### src/rtl/sys_ctrl_rx_cmd_pkg.sv
// Shared constants and state encoding for the received-command parser.
package sys_ctrl_pkg;

  localparam logic [7:0] CMD_WR      = 8'hAA;
  localparam logic [7:0] CMD_RD      = 8'hBB;
  localparam logic [7:0] CMD_ALU_OP  = 8'hCC;
  localparam logic [7:0] CMD_ALU_NOP = 8'hDD;

  // Register-file slots the ALU reads its operands from
  localparam int REG_A = 0;
  localparam int REG_B = 1;

  typedef enum logic [3:0] {
    ST_IDLE     = 4'd0,
    ST_WR_ADDR  = 4'd1,
    ST_WR_DATA  = 4'd2,
    ST_RD_ADDR  = 4'd3,
    ST_RD_WAIT  = 4'd4,
    ST_OP_A     = 4'd5,
    ST_OP_B     = 4'd6,
    ST_ALU_FUN  = 4'd7,
    ST_ALU_WAIT = 4'd8,
    ST_PUSH_RD  = 4'd9,
    ST_PUSH_LO  = 4'd10,
    ST_PUSH_HI  = 4'd11
  } state_t;

  function automatic logic is_cmd(input logic [7:0] b);
    return (b == CMD_WR) || (b == CMD_RD) || (b == CMD_ALU_OP) || (b == CMD_ALU_NOP);
  endfunction

endpackage

### src/rtl/sys_ctrl_rx_cmd_if.sv
// Bundle of the parser's receive, register-file, ALU and TX FIFO signals.
interface sys_ctrl_rx_cmd_if #(
  parameter int DATA_W = 8,
  parameter int ADDR_W = 4,
  parameter int FUN_W  = 4,
  parameter int ALU_W  = 16
);
  logic [DATA_W-1:0] rx_p_data;
  logic              rx_d_vld;
  logic [DATA_W-1:0] rf_rd_data;
  logic              rf_rd_vld;
  logic [ALU_W-1:0]  alu_out;
  logic              alu_out_vld;
  logic              fifo_full;
  logic [ADDR_W-1:0] rf_addr;
  logic [DATA_W-1:0] rf_wr_data;
  logic              rf_wr_en;
  logic              rf_rd_en;
  logic [FUN_W-1:0]  alu_fun;
  logic              alu_en;
  logic              alu_clk_en;
  logic [DATA_W-1:0] fifo_wr_data;
  logic              fifo_wr_en;
  logic              cmd_err;

  modport master (
    input  rx_p_data, rx_d_vld, rf_rd_data, rf_rd_vld, alu_out, alu_out_vld, fifo_full,
    output rf_addr, rf_wr_data, rf_wr_en, rf_rd_en, alu_fun, alu_en, alu_clk_en,
           fifo_wr_data, fifo_wr_en, cmd_err
  );

  modport slave (
    output rx_p_data, rx_d_vld, rf_rd_data, rf_rd_vld, alu_out, alu_out_vld, fifo_full,
    input  rf_addr, rf_wr_data, rf_wr_en, rf_rd_en, alu_fun, alu_en, alu_clk_en,
           fifo_wr_data, fifo_wr_en, cmd_err
  );
endinterface

### src/rtl/sys_ctrl_rx_cmd_resp_push.sv
// Response buffer (read byte or 2-byte ALU result) and fifo_full-gated push.
// push_ack is combinational so the parser advances in the same cycle the push is registered.
module sys_ctrl_resp_push #(
  parameter int DATA_W = 8,
  parameter int BUF_W  = 16
) (
  input  logic              clk,
  input  logic              rst,
  input  logic              load,
  input  logic [BUF_W-1:0]  load_dat,
  input  logic              push_req,
  input  logic              push_hi,
  input  logic              fifo_full,
  output logic              push_ack,
  output logic              fifo_wr_en,
  output logic [DATA_W-1:0] fifo_wr_data
);

  logic [BUF_W-1:0]  resp_q, resp_d;
  logic              fifo_wr_en_q, fifo_wr_en_d;
  logic [DATA_W-1:0] fifo_wr_data_q, fifo_wr_data_d;

  always_comb begin
    push_ack       = push_req & ~fifo_full;
    resp_d         = load ? load_dat : resp_q;
    fifo_wr_en_d   = push_ack;
    fifo_wr_data_d = fifo_wr_data_q;
    if (push_ack) begin
      fifo_wr_data_d = push_hi ? resp_q[2*DATA_W-1:DATA_W] : resp_q[DATA_W-1:0];
    end
  end

  always_ff @(posedge clk or negedge rst) begin
    if (!rst) begin
      resp_q         <= '0;
      fifo_wr_en_q   <= 1'b0;
      fifo_wr_data_q <= '0;
    end else begin
      resp_q         <= resp_d;
      fifo_wr_en_q   <= fifo_wr_en_d;
      fifo_wr_data_q <= fifo_wr_data_d;
    end
  end

  assign fifo_wr_en   = fifo_wr_en_q;
  assign fifo_wr_data = fifo_wr_data_q;

endmodule

### src/rtl/sys_ctrl_rx_cmd.sv
// Parses UART command frames into register-file/ALU strobes and queues response bytes.
// All outputs registered (strobes one cycle after the trigger); responses stall on fifo_full.
module sys_ctrl_rx_cmd
  import sys_ctrl_pkg::*;
#(
  parameter int DATA_W = 8,
  parameter int ADDR_W = 4,
  parameter int FUN_W  = 4,
  parameter int ALU_W  = 16
) (
  input  logic              clk,
  input  logic              rst,
  sys_ctrl_rx_cmd_if.master bus
);

  state_t            state_q, state_d;
  logic [ADDR_W-1:0] rf_addr_q, rf_addr_d;
  logic [DATA_W-1:0] rf_wr_data_q, rf_wr_data_d;
  logic              rf_wr_en_q, rf_wr_en_d;
  logic              rf_rd_en_q, rf_rd_en_d;
  logic [FUN_W-1:0]  alu_fun_q, alu_fun_d;
  logic              alu_en_q, alu_en_d;
  logic              alu_clk_en_q, alu_clk_en_d;
  logic              cmd_err_q, cmd_err_d;

  logic              rx_vld;
  logic [DATA_W-1:0] rx_dat;
  logic              resp_load, push_req, push_hi, push_ack;
  logic [ALU_W-1:0]  resp_dat;
  logic              fifo_wr_en_w;
  logic [DATA_W-1:0] fifo_wr_data_w;

  assign rx_vld = bus.rx_d_vld;
  assign rx_dat = bus.rx_p_data;

  always_ff @(posedge clk or negedge rst) begin
    if (!rst) begin
      state_q      <= ST_IDLE;
      rf_addr_q    <= '0;
      rf_wr_data_q <= '0;
      rf_wr_en_q   <= 1'b0;
      rf_rd_en_q   <= 1'b0;
      alu_fun_q    <= '0;
      alu_en_q     <= 1'b0;
      alu_clk_en_q <= 1'b0;
      cmd_err_q    <= 1'b0;
    end else begin
      state_q      <= state_d;
      rf_addr_q    <= rf_addr_d;
      rf_wr_data_q <= rf_wr_data_d;
      rf_wr_en_q   <= rf_wr_en_d;
      rf_rd_en_q   <= rf_rd_en_d;
      alu_fun_q    <= alu_fun_d;
      alu_en_q     <= alu_en_d;
      alu_clk_en_q <= alu_clk_en_d;
      cmd_err_q    <= cmd_err_d;
    end
  end

  always_comb begin
    state_d = state_q;
    case (state_q)
      ST_IDLE: begin
        if (rx_vld) begin
          if      (rx_dat == CMD_WR)      state_d = ST_WR_ADDR;
          else if (rx_dat == CMD_RD)      state_d = ST_RD_ADDR;
          else if (rx_dat == CMD_ALU_OP)  state_d = ST_OP_A;
          else if (rx_dat == CMD_ALU_NOP) state_d = ST_ALU_FUN;
        end
      end
      ST_WR_ADDR:  if (rx_vld) state_d = ST_WR_DATA;
      ST_WR_DATA:  if (rx_vld) state_d = ST_IDLE;
      ST_RD_ADDR:  if (rx_vld) state_d = ST_RD_WAIT;
      ST_RD_WAIT:  if (bus.rf_rd_vld) state_d = ST_PUSH_RD;
      ST_OP_A:     if (rx_vld) state_d = ST_OP_B;
      ST_OP_B:     if (rx_vld) state_d = ST_ALU_FUN;
      ST_ALU_FUN:  if (rx_vld) state_d = ST_ALU_WAIT;
      ST_ALU_WAIT: if (bus.alu_out_vld) state_d = ST_PUSH_LO;
      ST_PUSH_RD:  if (push_ack) state_d = ST_IDLE;
      ST_PUSH_LO:  if (push_ack) state_d = ST_PUSH_HI;
      ST_PUSH_HI:  if (push_ack) state_d = ST_IDLE;
      default:     state_d = ST_IDLE;
    endcase
  end

  always_comb begin
    rf_addr_d    = rf_addr_q;
    rf_wr_data_d = rf_wr_data_q;
    rf_wr_en_d   = 1'b0;
    rf_rd_en_d   = 1'b0;
    alu_fun_d    = alu_fun_q;
    alu_en_d     = 1'b0;
    alu_clk_en_d = 1'b0;
    cmd_err_d    = 1'b0;
    resp_load    = 1'b0;
    resp_dat     = bus.alu_out;
    push_req     = (state_q == ST_PUSH_RD) || (state_q == ST_PUSH_LO) || (state_q == ST_PUSH_HI);
    push_hi      = (state_q == ST_PUSH_HI);
    case (state_q)
      ST_IDLE:    cmd_err_d = rx_vld && !is_cmd(rx_dat[7:0]);
      ST_WR_ADDR: if (rx_vld) rf_addr_d = rx_dat[ADDR_W-1:0];
      ST_WR_DATA: if (rx_vld) begin
        rf_wr_data_d = rx_dat;
        rf_wr_en_d   = 1'b1;
      end
      ST_RD_ADDR: if (rx_vld) begin
        rf_addr_d  = rx_dat[ADDR_W-1:0];
        rf_rd_en_d = 1'b1;
      end
      ST_RD_WAIT: begin
        cmd_err_d = rx_vld;
        resp_load = bus.rf_rd_vld;
        resp_dat  = ALU_W'(bus.rf_rd_data);
      end
      ST_OP_A, ST_OP_B: if (rx_vld) begin
        rf_addr_d    = (state_q == ST_OP_A) ? ADDR_W'(REG_A) : ADDR_W'(REG_B);
        rf_wr_data_d = rx_dat;
        rf_wr_en_d   = 1'b1;
      end
      ST_ALU_FUN: if (rx_vld) begin
        alu_fun_d    = rx_dat[FUN_W-1:0];
        alu_en_d     = 1'b1;
        alu_clk_en_d = 1'b1;
      end
      // Clock gate stays open through the cycle that delivers the result
      ST_ALU_WAIT: begin
        cmd_err_d    = rx_vld;
        alu_clk_en_d = ~bus.alu_out_vld;
        resp_load    = bus.alu_out_vld;
      end
      default:    cmd_err_d = rx_vld;
    endcase
  end

  sys_ctrl_resp_push #(
    .DATA_W (DATA_W),
    .BUF_W  (ALU_W)
  ) u_resp_push (
    .clk          (clk),
    .rst          (rst),
    .load         (resp_load),
    .load_dat     (resp_dat),
    .push_req     (push_req),
    .push_hi      (push_hi),
    .fifo_full    (bus.fifo_full),
    .push_ack     (push_ack),
    .fifo_wr_en   (fifo_wr_en_w),
    .fifo_wr_data (fifo_wr_data_w)
  );

  assign bus.rf_addr      = rf_addr_q;
  assign bus.rf_wr_data   = rf_wr_data_q;
  assign bus.rf_wr_en     = rf_wr_en_q;
  assign bus.rf_rd_en     = rf_rd_en_q;
  assign bus.alu_fun      = alu_fun_q;
  assign bus.alu_en       = alu_en_q;
  assign bus.alu_clk_en   = alu_clk_en_q;
  assign bus.cmd_err      = cmd_err_q;
  assign bus.fifo_wr_en   = fifo_wr_en_w;
  assign bus.fifo_wr_data = fifo_wr_data_w;

endmodule

### src/flat_wrapper.sv
// flat-port wrapper written by rule: the top's interface ports become plain ports
module sys_ctrl_rx_cmd_flat import sys_ctrl_pkg::*;
#(
  parameter int DATA_W = 8,
  parameter int ADDR_W = 4,
  parameter int FUN_W  = 4,
  parameter int ALU_W  = 16
)
  (clk, rst, bus_rx_p_data, bus_rx_d_vld, bus_rf_rd_data, bus_rf_rd_vld, bus_alu_out, bus_alu_out_vld, bus_fifo_full, bus_rf_addr, bus_rf_wr_data, bus_rf_wr_en, bus_rf_rd_en, bus_alu_fun, bus_alu_en, bus_alu_clk_en, bus_fifo_wr_data, bus_fifo_wr_en, bus_cmd_err);
  sys_ctrl_rx_cmd_if #(.DATA_W(DATA_W), .ADDR_W(ADDR_W), .FUN_W(FUN_W), .ALU_W(ALU_W)) bus_i ();
  input  logic clk;
  input  logic rst;
  input wire logic [$bits(bus_i.rx_p_data)-1:0] bus_rx_p_data;
  input wire logic [$bits(bus_i.rx_d_vld)-1:0] bus_rx_d_vld;
  input wire logic [$bits(bus_i.rf_rd_data)-1:0] bus_rf_rd_data;
  input wire logic [$bits(bus_i.rf_rd_vld)-1:0] bus_rf_rd_vld;
  input wire logic [$bits(bus_i.alu_out)-1:0] bus_alu_out;
  input wire logic [$bits(bus_i.alu_out_vld)-1:0] bus_alu_out_vld;
  input wire logic [$bits(bus_i.fifo_full)-1:0] bus_fifo_full;
  output wire logic [$bits(bus_i.rf_addr)-1:0] bus_rf_addr;
  output wire logic [$bits(bus_i.rf_wr_data)-1:0] bus_rf_wr_data;
  output wire logic [$bits(bus_i.rf_wr_en)-1:0] bus_rf_wr_en;
  output wire logic [$bits(bus_i.rf_rd_en)-1:0] bus_rf_rd_en;
  output wire logic [$bits(bus_i.alu_fun)-1:0] bus_alu_fun;
  output wire logic [$bits(bus_i.alu_en)-1:0] bus_alu_en;
  output wire logic [$bits(bus_i.alu_clk_en)-1:0] bus_alu_clk_en;
  output wire logic [$bits(bus_i.fifo_wr_data)-1:0] bus_fifo_wr_data;
  output wire logic [$bits(bus_i.fifo_wr_en)-1:0] bus_fifo_wr_en;
  output wire logic [$bits(bus_i.cmd_err)-1:0] bus_cmd_err;
  assign bus_i.rx_p_data = bus_rx_p_data;
  assign bus_i.rx_d_vld = bus_rx_d_vld;
  assign bus_i.rf_rd_data = bus_rf_rd_data;
  assign bus_i.rf_rd_vld = bus_rf_rd_vld;
  assign bus_i.alu_out = bus_alu_out;
  assign bus_i.alu_out_vld = bus_alu_out_vld;
  assign bus_i.fifo_full = bus_fifo_full;
  assign bus_rf_addr = bus_i.rf_addr;
  assign bus_rf_wr_data = bus_i.rf_wr_data;
  assign bus_rf_wr_en = bus_i.rf_wr_en;
  assign bus_rf_rd_en = bus_i.rf_rd_en;
  assign bus_alu_fun = bus_i.alu_fun;
  assign bus_alu_en = bus_i.alu_en;
  assign bus_alu_clk_en = bus_i.alu_clk_en;
  assign bus_fifo_wr_data = bus_i.fifo_wr_data;
  assign bus_fifo_wr_en = bus_i.fifo_wr_en;
  assign bus_cmd_err = bus_i.cmd_err;
  sys_ctrl_rx_cmd #(.DATA_W(DATA_W), .ADDR_W(ADDR_W), .FUN_W(FUN_W), .ALU_W(ALU_W)) u_core (.clk(clk), .rst(rst), .bus(bus_i));
endmodule
### config.mk
export PLATFORM = sky130hd
export DESIGN_NAME = sys_ctrl_rx_cmd_flat
export DESIGN_NICKNAME = d
export VERILOG_FILES = /design/src/rtl/sys_ctrl_rx_cmd_pkg.sv /design/src/rtl/sys_ctrl_rx_cmd_if.sv /design/src/rtl/sys_ctrl_rx_cmd_resp_push.sv /design/src/rtl/sys_ctrl_rx_cmd.sv /design/src/flat_wrapper.sv
export SDC_FILE = /design/constraint.sdc
export NUM_CORES = 1
export LEC_CHECK = 0
export ABC_AREA = 1
export CORE_MARGIN = 4
export CORE_UTILIZATION = 45
export CTS_BUF_LIST = sky130_fd_sc_hd__clkbuf_4 sky130_fd_sc_hd__clkbuf_8
export CTS_CLUSTER_DIAMETER = 150
export DETAILED_ROUTE_END_ITERATION = 7
export GPL_ROUTABILITY_DRIVEN = 0
export GPL_TIMING_DRIVEN = 0
export HOLD_SLACK_MARGIN = 0.08
export PLACE_DENSITY = 0.77
export SLEW_MARGIN = 20
export SYNTH_ARGS = -nofsm -noshare
export SYNTH_HDL_FRONTEND = slang
export SYNTH_SLANG_ARGS = --single-unit
### constraint.sdc
create_clock -name clk -period 1.45 [get_ports clk]
set_input_delay 0.29 -clock clk [delete_from_list [all_inputs] [get_ports clk]]
set_output_delay 0.29 -clock clk [all_outputs]
set_load 0.05 [all_outputs]
==> metrics.txt <==
DR DRC count=0; WL/cell=around 15 µm; dpl hpwl=4353 µm; synthesized cell area=about 2400 µm²; Initial Util=47.05%; Slew Viols, Final=0; setup ws final=-0.1412 ns; Worst Setup End Kind=register; Worst setup SP type=register; GR Util met2=between 30% and 40%; global-route wire length before repair=between 10000 and 15000 µm; worst hold path type=in2reg; most frequent cells in the layout=67 x nand2_1, 47 x dfrtp_1, 34 x clkdlybuf4s50_1; GRT met3 Usage=under 10%; 1st-iter DRT viols=~130; final wirelength=7010 µm; Seq/Total Area, Yosys=51.41%; DP Area=approximately 3200 µm²; Synth top area share=51.41%; critical path data required time=between 1.5 and 2 ns; DIE AREA=about 6600 µm²; Finished Layout Cells=roughly 470; status=finished, violations left; nets=between 400 and 500; post-route design area=3712 µm²; GRT overflow=0; Worst Path Class, Setup=reg2reg; max-cap violations=0; worst-skew pair later-pin latency=roughly 0.30 ns; port buffer count=67; Util after Layout=a little under three quarters; dominant cells by area after synthesis=dfrtp_1 51%, nand2_1 11%, o21ai_0 6.0%; CP arrival=roughly 1.8 ns; ANT nets after route=0; largest net degree at the start of global routing=32; total power=between 8 and 9 mW; yosys warns=0; Lkg Pwr=approximately 1.7 nW; Hold Fails Final Rpt=0; # IOs=68; commonest non-fill, non-tap cell in the layout=nand2_1; final period utilization=109.7%; Setup Viol. Count Final=36; Die W=slightly above 80 µm; clock buffer depth=2; initial antenna violation count=0; routed vias/inst=5.199; library cells used by synthesis=27; CTS tree=yes; Pre-antenna DRT Iters=5; Gate Count Post-Synth=around 300; crit path max fanout=6; via count=roughly 2400; CTS root buf=clkbuf_8; Synth area leader=dfrtp_1; Yosys reg bits=50; crit path time final=~1.6 ns; slew margin rel.=between 60% and 70%; placed insts=approximately 440; FP Rows=26; area grow syn2layout=52.54%; Die Y=a little over 80 µm; layout cell share with drive strength beyond 1=just over 30%; Max Fclk=approximately 630 MHz; number of global-route vias before repair=2207; Worst-Margin Slew=approximately 0.49 ns; Reg clk slew, reported paths=roughly 0.090 ns; GRT met1 Usage=approximately 29%; Mapped Nets=~340; unrepaired setup endpoints after global routing=yes; H-tree levels=2; # diodes=0; GRT Util Overall=approximately a fifth; TritonCTS buffer count=5; Final Skew=between 0.007 and 0.008 ns; GRT busiest layer=met2; PD cells=~2200 nW/µm²; violated checks=negative setup slack; Max VDD drop=around 1.0 mV; # clock sinks=50; core area=approximately 5200 µm²; Syn Area/Cell=between 8 and 9 µm²
[worst max-delay path, cell delays in order, from the launching register on]
cell	delay [ns]
dfrtp_1	0.45
buf_6	0.15
nor2_4	0.19
nand2_8	0.07
o21ai_4	0.26
buf_6	0.17
nor2_1	0.04
a31oi_1	0.18
[logic make-up (layout without fill, tap and decap cells)]
logic type | Yosys count | after routing | synth area share (%)
AO/OA/AOI/OAI | 55 | 55 | 12.96
buffers and inverters | 43 | 141 | 7.660
flip-flops | 50 | 50 | 51.41
multiplexers | 1 | 1 | 0.4627
AND/OR/NAND/NOR | 150 | 150 | 27.51
[routing by layer]
layer	wire length (µm)	vias to the layer above
met5	0	-
met4	99	0
met3	417	12
met2	3444	79
met1	3048	1164
li1	-	1173
[worst paths after layout]
| path | cells after the start | slack [ns] | endpoint | startpoint |
|---|---|---|---|---|
| max in group asynchronous | 3 | 0.45 | u_core.bus.alu_en | rst |
| worst max-delay path | 7 | -0.14 | u_core.u_resp_push.resp_q[7] | u_core.state_q[1] |
| worst max register to register | 7 | -0.14 | u_core.u_resp_push.resp_q[7] | u_core.state_q[1] |
| min in group asynchronous | 2 | 0.48 | u_core.u_resp_push.resp_q[4] | rst |
| worst min-delay path | 3 | 0.36 | u_core.bus.rf_addr[2] | bus_rx_p_data[2] |
| worst min register to register | 2 | 0.49 | u_core.bus.rf_wr_data[3] | u_core.bus.rf_wr_data[3] |
[where the power goes]
group          internal [mW]  leakage, nW  switching (mW)
Combinational           1.74         1.06            3.25
Clock                  0.360       0.0486           0.458
Sequential              2.04        0.609           0.456
Total                   4.14         1.72            4.16
[sequential cells by signal, summed over array words and instances, names as in the netlist]
signal,cells
u_core.u_resp_push.fifo_wr_data,8
u_core.bus.alu_clk_en,1
u_core.bus.rf_wr_en,1
u_core.bus.rf_wr_data,8
u_core.state_q,4
u_core.bus.alu_fun,4
u_core.u_resp_push.fifo_wr_en,1
u_core.bus.cmd_err,1
u_core.bus.alu_en,1
u_core.u_resp_push.resp_q,16
u_core.bus.rf_addr,4
u_core.bus.rf_rd_en,1
[layout make-up]
type	instances	area, µm²
buffer	6	60.06
inverter	37	153.9
clock buffer	6	76.32
fill	385	1460
sequential	50	1255
multi-input combinational	206	1195
clock inverter	2	13.76
tap	70	87.58
timing repair buffer	90	870.8
[per-stage QoR]
| step | hold WS [ns] | setup slack [ns] | TNS (ns) |
|---|---|---|---|
| after CTS | 0.4840 | -0.06353 | -0.6561 |
| after global placement | 0.4653 | -1.324 | -73.04 |
| after floorplan | -0.005591 | 0.01942 | 0 |
| final | 0.3553 | -0.1412 | -2.609 |
| after detailed placement | 0.2755 | -0.5105 | -7.916 |
| after global routing | 0.3620 | -0.2087 | -4.885 |
[cells in the mapped netlist (all sizes together)]
cell,count
a21oi,6
a22oi,1
a31oi,8
buf,6
clkinv,1
dfrtp,50
inv,36
mux2,1
nand2,75
nand3,28
nor2,45
nor3,2
o21a,1
o21ai,31
o22ai,8
[what timing repair did]
action | CTS | global route
hold buffers | 1 | 0
pin swaps | 6 | 5
hold endpoints to repair | 19 | 0
gates cloned | 2 | 0
resized for setup | 124 | 51
buffers inserted | 13 | 6
setup endpoints to repair | 72 | 57
No activity file was read; power rests on OpenSTA's default activity.
